`config.mk`:
```
export PLATFORM = sky130hd
export DESIGN_NAME = regfile_arbiter_flat
export DESIGN_NICKNAME = d
export VERILOG_FILES = /design/src/rtl/regfile_arbiter_if.sv /design/src/rtl/regfile_arbiter.sv /design/src/flat_wrapper.sv
export SDC_FILE = /design/constraint.sdc
export NUM_CORES = 1
export LEC_CHECK = 0
export CORE_MARGIN = 10
export CORE_UTILIZATION = 46
export CTS_CLUSTER_DIAMETER = 50
export DETAILED_ROUTE_END_ITERATION = 10
export PLACE_DENSITY = 0.85
export RECOVER_POWER = 100
export SLEW_MARGIN = 30
export SYNTH_ARGS = -nofsm -noshare
export SYNTH_HDL_FRONTEND = slang
export SYNTH_SLANG_ARGS = --single-unit
export TNS_END_PERCENT = 30
```
`constraint.sdc`:
```
create_clock -name clk_i -period 18.5 [get_ports clk_i]
set_clock_uncertainty 0.05 [all_clocks]
set_input_delay 2.775 -clock clk_i [delete_from_list [all_inputs] [get_ports clk_i]]
set_output_delay 2.775 -clock clk_i [all_outputs]
set_load 0.02 [all_outputs]
```
`src/rtl/regfile_arbiter_if.sv`:
```
// Bundles both requester channels and the register-file port of regfile_arbiter.
// The arbiter uses the slave modport; a client/bench side uses master.
interface regfile_arbiter_if #(
    parameter int WIDTH = 32,
    parameter int ADDRW = 5
);
    logic             req_a;
    logic             wr_a;
    logic [ADDRW-1:0] addr_a1;
    logic [ADDRW-1:0] addr_a2;
    logic [WIDTH-1:0] wdata_a;
    logic             ack_a;
    logic [WIDTH-1:0] rdata_a1;
    logic [WIDTH-1:0] rdata_a2;

    logic             req_b;
    logic             wr_b;
    logic [ADDRW-1:0] addr_b1;
    logic [ADDRW-1:0] addr_b2;
    logic [WIDTH-1:0] wdata_b;
    logic             ack_b;
    logic [WIDTH-1:0] rdata_b1;
    logic [WIDTH-1:0] rdata_b2;

    logic [WIDTH-1:0] rf_read_data1;
    logic [WIDTH-1:0] rf_read_data2;
    logic [ADDRW-1:0] rf_read_reg1;
    logic [ADDRW-1:0] rf_read_reg2;
    logic [ADDRW-1:0] rf_write_reg;
    logic [WIDTH-1:0] rf_write_data;
    logic             rf_reg_write;
    logic             busy;

    modport slave (
        input  req_a, wr_a, addr_a1, addr_a2, wdata_a,
        input  req_b, wr_b, addr_b1, addr_b2, wdata_b,
        input  rf_read_data1, rf_read_data2,
        output ack_a, rdata_a1, rdata_a2,
        output ack_b, rdata_b1, rdata_b2,
        output rf_read_reg1, rf_read_reg2, rf_write_reg, rf_write_data, rf_reg_write,
        output busy
    );

    modport master (
        output req_a, wr_a, addr_a1, addr_a2, wdata_a,
        output req_b, wr_b, addr_b1, addr_b2, wdata_b,
        output rf_read_data1, rf_read_data2,
        input  ack_a, rdata_a1, rdata_a2,
        input  ack_b, rdata_b1, rdata_b2,
        input  rf_read_reg1, rf_read_reg2, rf_write_reg, rf_write_data, rf_reg_write,
        input  busy
    );
endinterface

```
`src/rtl/regfile_arbiter.sv`:
```
// Shares one 2-read/1-write register file between requesters A and B.
// Each transaction walks IDLE -> ISSUE -> ACK; every output is registered.
module regfile_arbiter #(
    parameter int WIDTH      = 32,
    parameter int ADDRW      = 5,
    parameter bit FIXED_PRIO = 1'b0
) (
    input  logic             clk_i,
    input  logic             rst_i,
    regfile_arbiter_if.slave bus
);

    typedef enum logic [1:0] {
        S_IDLE  = 2'd0,
        S_ISSUE = 2'd1,
        S_ACK   = 2'd2
    } state_t;

    state_t           state_q, state_d;
    logic             ptr_q, ptr_d;
    logic             gnt_q, gnt_d;
    logic             wr_q, wr_d;

    logic             ack_a_q, ack_a_d;
    logic             ack_b_q, ack_b_d;
    logic [WIDTH-1:0] rdata_a1_q, rdata_a1_d;
    logic [WIDTH-1:0] rdata_a2_q, rdata_a2_d;
    logic [WIDTH-1:0] rdata_b1_q, rdata_b1_d;
    logic [WIDTH-1:0] rdata_b2_q, rdata_b2_d;

    logic [ADDRW-1:0] rf_rd1_q, rf_rd1_d;
    logic [ADDRW-1:0] rf_rd2_q, rf_rd2_d;
    logic [ADDRW-1:0] rf_wreg_q, rf_wreg_d;
    logic [WIDTH-1:0] rf_wdata_q, rf_wdata_d;
    logic             rf_we_q, rf_we_d;
    logic             busy_q, busy_d;

    // Winner selection and a view of the winning request's fields.
    logic             sel_b;
    logic             sel_wr;
    logic [ADDRW-1:0] sel_a1;
    logic [ADDRW-1:0] sel_a2;
    logic [WIDTH-1:0] sel_wd;

    always_comb begin
        sel_b = 1'b0;
        if (bus.req_a && bus.req_b) begin
            sel_b = FIXED_PRIO ? 1'b0 : ptr_q;
        end else if (bus.req_b) begin
            sel_b = 1'b1;
        end
        sel_wr = sel_b ? bus.wr_b    : bus.wr_a;
        sel_a1 = sel_b ? bus.addr_b1 : bus.addr_a1;
        sel_a2 = sel_b ? bus.addr_b2 : bus.addr_a2;
        sel_wd = sel_b ? bus.wdata_b : bus.wdata_a;
    end

    always_comb begin
        state_d    = state_q;
        ptr_d      = ptr_q;
        gnt_d      = gnt_q;
        wr_d       = wr_q;
        ack_a_d    = 1'b0;
        ack_b_d    = 1'b0;
        rdata_a1_d = rdata_a1_q;
        rdata_a2_d = rdata_a2_q;
        rdata_b1_d = rdata_b1_q;
        rdata_b2_d = rdata_b2_q;
        rf_rd1_d   = rf_rd1_q;
        rf_rd2_d   = rf_rd2_q;
        rf_wreg_d  = rf_wreg_q;
        rf_wdata_d = rf_wdata_q;
        rf_we_d    = rf_we_q;
        busy_d     = busy_q;

        case (state_q)
            S_IDLE: begin
                if (bus.req_a || bus.req_b) begin
                    gnt_d    = sel_b;
                    wr_d     = sel_wr;
                    rf_rd1_d = sel_a1;
                    rf_rd2_d = sel_wr ? sel_a1 : sel_a2;
                    if (sel_wr) begin
                        rf_wreg_d  = sel_a1;
                        rf_wdata_d = sel_wd;
                        // r0 is hard-wired zero: the write is dropped but still acked.
                        rf_we_d    = (sel_a1 != '0);
                    end
                    busy_d  = 1'b1;
                    state_d = S_ISSUE;
                end
            end

            S_ISSUE: begin
                if (!wr_q) begin
                    if (gnt_q) begin
                        rdata_b1_d = bus.rf_read_data1;
                        rdata_b2_d = bus.rf_read_data2;
                    end else begin
                        rdata_a1_d = bus.rf_read_data1;
                        rdata_a2_d = bus.rf_read_data2;
                    end
                end
                ack_a_d    = ~gnt_q;
                ack_b_d    = gnt_q;
                rf_rd1_d   = '0;
                rf_rd2_d   = '0;
                rf_wreg_d  = '0;
                rf_wdata_d = '0;
                rf_we_d    = 1'b0;
                ptr_d      = ~gnt_q;
                state_d    = S_ACK;
            end

            S_ACK: begin
                busy_d  = 1'b0;
                state_d = S_IDLE;
            end

            default: begin
                busy_d  = 1'b0;
                state_d = S_IDLE;
            end
        endcase
    end

    always_ff @(posedge clk_i or posedge rst_i) begin
        if (rst_i) begin
            state_q    <= S_IDLE;
            ptr_q      <= 1'b0;
            gnt_q      <= 1'b0;
            wr_q       <= 1'b0;
            ack_a_q    <= 1'b0;
            ack_b_q    <= 1'b0;
            rdata_a1_q <= '0;
            rdata_a2_q <= '0;
            rdata_b1_q <= '0;
            rdata_b2_q <= '0;
            rf_rd1_q   <= '0;
            rf_rd2_q   <= '0;
            rf_wreg_q  <= '0;
            rf_wdata_q <= '0;
            rf_we_q    <= 1'b0;
            busy_q     <= 1'b0;
        end else begin
            state_q    <= state_d;
            ptr_q      <= ptr_d;
            gnt_q      <= gnt_d;
            wr_q       <= wr_d;
            ack_a_q    <= ack_a_d;
            ack_b_q    <= ack_b_d;
            rdata_a1_q <= rdata_a1_d;
            rdata_a2_q <= rdata_a2_d;
            rdata_b1_q <= rdata_b1_d;
            rdata_b2_q <= rdata_b2_d;
            rf_rd1_q   <= rf_rd1_d;
            rf_rd2_q   <= rf_rd2_d;
            rf_wreg_q  <= rf_wreg_d;
            rf_wdata_q <= rf_wdata_d;
            rf_we_q    <= rf_we_d;
            busy_q     <= busy_d;
        end
    end

    assign bus.ack_a         = ack_a_q;
    assign bus.ack_b         = ack_b_q;
    assign bus.rdata_a1      = rdata_a1_q;
    assign bus.rdata_a2      = rdata_a2_q;
    assign bus.rdata_b1      = rdata_b1_q;
    assign bus.rdata_b2      = rdata_b2_q;
    assign bus.rf_read_reg1  = rf_rd1_q;
    assign bus.rf_read_reg2  = rf_rd2_q;
    assign bus.rf_write_reg  = rf_wreg_q;
    assign bus.rf_write_data = rf_wdata_q;
    assign bus.rf_reg_write  = rf_we_q;
    assign bus.busy          = busy_q;

endmodule
```
`src/flat_wrapper.sv`:
```
// flat-port wrapper written by rule: the top's interface ports become plain ports
module regfile_arbiter_flat 
#(
    parameter int WIDTH      = 32,
    parameter int ADDRW      = 5,
    parameter bit FIXED_PRIO = 1'b0
)
  (clk_i, rst_i, bus_req_a, bus_wr_a, bus_addr_a1, bus_addr_a2, bus_wdata_a, bus_req_b, bus_wr_b, bus_addr_b1, bus_addr_b2, bus_wdata_b, bus_rf_read_data1, bus_rf_read_data2, bus_ack_a, bus_rdata_a1, bus_rdata_a2, bus_ack_b, bus_rdata_b1, bus_rdata_b2, bus_rf_read_reg1, bus_rf_read_reg2, bus_rf_write_reg, bus_rf_write_data, bus_rf_reg_write, bus_busy);
  regfile_arbiter_if #(.WIDTH(WIDTH), .ADDRW(ADDRW)) bus_i ();
  input  logic clk_i;
  input  logic rst_i;
  input wire logic [$bits(bus_i.req_a)-1:0] bus_req_a;
  input wire logic [$bits(bus_i.wr_a)-1:0] bus_wr_a;
  input wire logic [$bits(bus_i.addr_a1)-1:0] bus_addr_a1;
  input wire logic [$bits(bus_i.addr_a2)-1:0] bus_addr_a2;
  input wire logic [$bits(bus_i.wdata_a)-1:0] bus_wdata_a;
  input wire logic [$bits(bus_i.req_b)-1:0] bus_req_b;
  input wire logic [$bits(bus_i.wr_b)-1:0] bus_wr_b;
  input wire logic [$bits(bus_i.addr_b1)-1:0] bus_addr_b1;
  input wire logic [$bits(bus_i.addr_b2)-1:0] bus_addr_b2;
  input wire logic [$bits(bus_i.wdata_b)-1:0] bus_wdata_b;
  input wire logic [$bits(bus_i.rf_read_data1)-1:0] bus_rf_read_data1;
  input wire logic [$bits(bus_i.rf_read_data2)-1:0] bus_rf_read_data2;
  output wire logic [$bits(bus_i.ack_a)-1:0] bus_ack_a;
  output wire logic [$bits(bus_i.rdata_a1)-1:0] bus_rdata_a1;
  output wire logic [$bits(bus_i.rdata_a2)-1:0] bus_rdata_a2;
  output wire logic [$bits(bus_i.ack_b)-1:0] bus_ack_b;
  output wire logic [$bits(bus_i.rdata_b1)-1:0] bus_rdata_b1;
  output wire logic [$bits(bus_i.rdata_b2)-1:0] bus_rdata_b2;
  output wire logic [$bits(bus_i.rf_read_reg1)-1:0] bus_rf_read_reg1;
  output wire logic [$bits(bus_i.rf_read_reg2)-1:0] bus_rf_read_reg2;
  output wire logic [$bits(bus_i.rf_write_reg)-1:0] bus_rf_write_reg;
  output wire logic [$bits(bus_i.rf_write_data)-1:0] bus_rf_write_data;
  output wire logic [$bits(bus_i.rf_reg_write)-1:0] bus_rf_reg_write;
  output wire logic [$bits(bus_i.busy)-1:0] bus_busy;
  assign bus_i.req_a = bus_req_a;
  assign bus_i.wr_a = bus_wr_a;
  assign bus_i.addr_a1 = bus_addr_a1;
  assign bus_i.addr_a2 = bus_addr_a2;
  assign bus_i.wdata_a = bus_wdata_a;
  assign bus_i.req_b = bus_req_b;
  assign bus_i.wr_b = bus_wr_b;
  assign bus_i.addr_b1 = bus_addr_b1;
  assign bus_i.addr_b2 = bus_addr_b2;
  assign bus_i.wdata_b = bus_wdata_b;
  assign bus_i.rf_read_data1 = bus_rf_read_data1;
  assign bus_i.rf_read_data2 = bus_rf_read_data2;
  assign bus_ack_a = bus_i.ack_a;
  assign bus_rdata_a1 = bus_i.rdata_a1;
  assign bus_rdata_a2 = bus_i.rdata_a2;
  assign bus_ack_b = bus_i.ack_b;
  assign bus_rdata_b1 = bus_i.rdata_b1;
  assign bus_rdata_b2 = bus_i.rdata_b2;
  assign bus_rf_read_reg1 = bus_i.rf_read_reg1;
  assign bus_rf_read_reg2 = bus_i.rf_read_reg2;
  assign bus_rf_write_reg = bus_i.rf_write_reg;
  assign bus_rf_write_data = bus_i.rf_write_data;
  assign bus_rf_reg_write = bus_i.rf_reg_write;
  assign bus_busy = bus_i.busy;
  regfile_arbiter #(.WIDTH(WIDTH), .ADDRW(ADDRW), .FIXED_PRIO(FIXED_PRIO)) u_core (.clk_i(clk_i), .rst_i(rst_i), .bus(bus_i));
endmodule
```
==> results.py <==
metrics = {
    "critical_path": {
        "startpoint": "rst_i",
        "path_cells": "dlygate4sd3_1 -> clkinvlp_2 -> clkbuf_1",
        "arrival_ns": 8.92,
        "rrSetupSlack_ns": 13.06,
        "start_kind": "input pin",
        "crit_path_end": "u_core.bus.rdata_a1[12]",
        "slowest_delay_ns": 3.13,
        "r2r_cells": 4,
        "crit_cells": 3,
        "critPathTopFamily": "buffers and inverters",
        "slowest_stage": "clkbuf_1",
        "critical_path_required_ns": 17.99,
        "path_class": "in2async",
        "critical_path_buf_inv_count": 3,
        "cp_max_fo": 100,
        "crit_path_end_kind": "asynchronous set/reset pin",
        "r2r_start": "u_core.state_q[1]",
        "rr_endpoint": "u_core.bus.rdata_b1[1]",
    },
    "clocking": {
        "clock_latency_ns": 0.42,
        "postCtsHoldBufs": 0,
        "cts_setup_buffers": 0,
        "cts-htree-levels": 4,
        "cts_tree": "built",
        "cts_resized": 0,
        "cts.path.max_buffers": 2,
        "clk_pin_slew_ns": 0.07,
        "root_buffer": "clkbuf_16",
        "numCtsBuffers": 17,
        "cts.sinks": 184,
    },
    "cells_and_area": {
        "syn2layout_area_growth_pct": 50.4,
        "nets": 1040,
        "drive_gt1_share_pct": 20.2,
        "fillCellCount": 1254,
        "fin_cells": 1124,
        "diodes": 0,
    },
    "synthesis": {
        "yosys_warnings": 0,
        "synth-seq-cells": 184,
        "seq_area_frac_synth_pct": 57.7,
        "synth_nets": 722,
        "synth_top_cell_by_area": "dfrtp_1",
        "synth_cells": 568,
        "avgSynthCellArea_um2": 14.1,
        "synth_top_area_share_pct": 57.7,
        "synthesis.area_mm2": 0.00798,
        "ys_types": 27,
        "synth.area.top_cells": "dfrtp_1, mux2_2, mux2i_1",
    },
    "floorplanning": {
        "start_util_pct": 46.5,
        "die_w_um": 152,
        "die_area_mm2": 0.0230,
        "ios": 333,
        "die_h_um": 152,
        "core_area_mm2": 0.0172,
        "num_rows": 48,
    },
    "timing": {
        "period_share_pct": 51.0,
        "finalMaxSlewViolations": 450,
        "fin_setup_tns_ns": 0,
        "finalSetupViolations": 0,
        "worstMarginPinSlew_ns": 4.27,
        "hold_violations": 0,
        "rsz0062_at_grt": "false",
        "slew_headroom_pct": -186,
        "fmax_ghz": 0.106,
        "fin_crit_ns": 9.43,
    },
    "placement": {
        "place_inst": 1092,
        "gp_congestion": 0.874,
        "io_buffer_count": 332,
        "hpwl_mm": 17.5,
    },
    "global_routing": {
        "grt_pass1_vias": 6092,
        "grt.total_usage_pct": 19.8,
        "grt_max_degree": 101,
        "grt_pass1_wl_mm": 35.1,
        "antenna_found_initial": 0,
        "grt_overflow_total": 0,
    },
    "detailed_routing": {
        "drc": 0,
        "dr.pass1.iters": 4,
        "wire_per_inst_um": 20.9,
        "vias": 5802,
        "ant_nets": 0,
        "drt_wl_total_mm": 23.5,
        "viasPerCell": 5.16,
        "dr.first_iter.drc_count": 296,
    },
    "flow_run": {
        "drv_cap": 7,
    },
    "pwr": {
        "vdd_ir_drop_max_uv": 110,
        "leakagePower_nw": 5.25,
        "p_per_area_mw_per_mm2": 176,
    },
    "worst_hold_path": {
        "hp-class": "reg2reg",
    },
    "status": {
        "status": "finished, violations left",
        "violations": "capacitance limit, slew limit",
    },
}
-- power by group --
group | internal, mW | switching [mW] | leakage (nW)
Combinational | 0.500 | 0.534 | 2.71
Clock | 0.230 | 0.161 | 0.301
Sequential | 0.598 | 0.0954 | 2.24
Total | 1.33 | 0.790 | 5.25
-- synth_stat cells --
master	instances
nor2b_1	60
mux2i_1	55
o21ai_1	2
mux2_1	20
o21ai_0	12
clkbuf_1	17
or4_1	1
buf_4	2
o221a_2	30
nor3_4	2
inv_1	7
nor3_1	6
a21oi_1	6
buf_6	13
a21o_1	2
nor2_1	4
a31o_2	1
mux2_2	113
nor4_1	1
o32ai_1	1
o211ai_1	1
nand3_1	10
dfrtp_1	184
nor2b_2	1
nand2b_1	1
nand2_1	8
buf_2	8
-- placed cells by master (no fill, tap or decap), types with 2 or more instances in the layout --
master and n:
a21o_1 2, a21oi_1 6, buf_4 2, bufinv_16 4
clkbuf_1 6, clkbuf_16 17, clkdlybuf4s50_1 150, clkinvlp_4 3
dfrtp_1 184, dlygate4sd3_1 181, inv_1 6, inv_6 5
mux2_1 21, mux2_2 112, mux2i_1 55, nand2_1 8
nand3_1 10, nor2_1 4, nor2b_1 60, nor3_1 6
nor3_4 2, o21ai_0 13, o221a_2 30
-- per-stage QoR --
stage / area, um^2 / hold WS [ns] / util (%) / total power, mW / setup WS (ns)
2_1_floorplan: 7980 / 0.421 / - / 1.29 / 10.67
3_3_place_gp: 11400 / 0.418 / 66.4 / 1.78 / 12.73
3_5_place_dp: 11400 / 0.424 / 66.6 / 1.82 / 12.86
4_1_cts: 12100 / 0.439 / 70.3 / 2.21 / 13.32
5_1_grt: 12000 / 0.440 / 69.9 / 2.23 / 7.65
6_report: 12000 / 0.431 / 69.9 / 2.12 / 9.07
-- cell families after synthesis --
logic type      share of synthesized area (%)
simple gates                             7.04
flops                                    57.7
compound gates                           5.99
buf+inv                                  3.65
mux                                      25.7
-- metal layers --
layer | vias up | part of all wire (%) | global-route usage [%]
li1 | 2691 | - | -
met1 | 2845 | 39 | 23.3
met2 | 245 | 50 | 32.9
met3 | 21 | 11 | 8.41
met4 | 0 | 0.95 | 4.39
met5 | - | 0 | 0
-- layout make-up --
cell class              instances  area, um^2  area share, %
repair buffers                339        3350           27.9
clock inverters                14         211           1.76
well taps                     225         282           2.34
clock buffers                  18         429           3.57
inverters                       7        27.5          0.229
multi-input cells             337        3100           25.8
flip-flops and latches        184        4600           38.4
-- worst min-delay path by stage --
stage          cells past startpoint                    start                      end  slack, ns
2_1_floorplan                      1        u_core.state_q[1]          u_core.bus.busy       0.42
3_3_place_gp                       1  u_core.bus.rdata_a2[17]  u_core.bus.rdata_a2[17]       0.42
3_5_place_dp                       1  u_core.bus.rdata_a2[22]  u_core.bus.rdata_a2[22]       0.42
4_1_cts                            1  u_core.bus.rdata_a2[22]  u_core.bus.rdata_a2[22]       0.44
5_1_grt                            1  u_core.bus.rdata_a2[19]  u_core.bus.rdata_a2[19]       0.44
6_report                           1  u_core.bus.rdata_a2[22]  u_core.bus.rdata_a2[22]       0.43
Note: power is estimated with default switching activity, not from simulation.
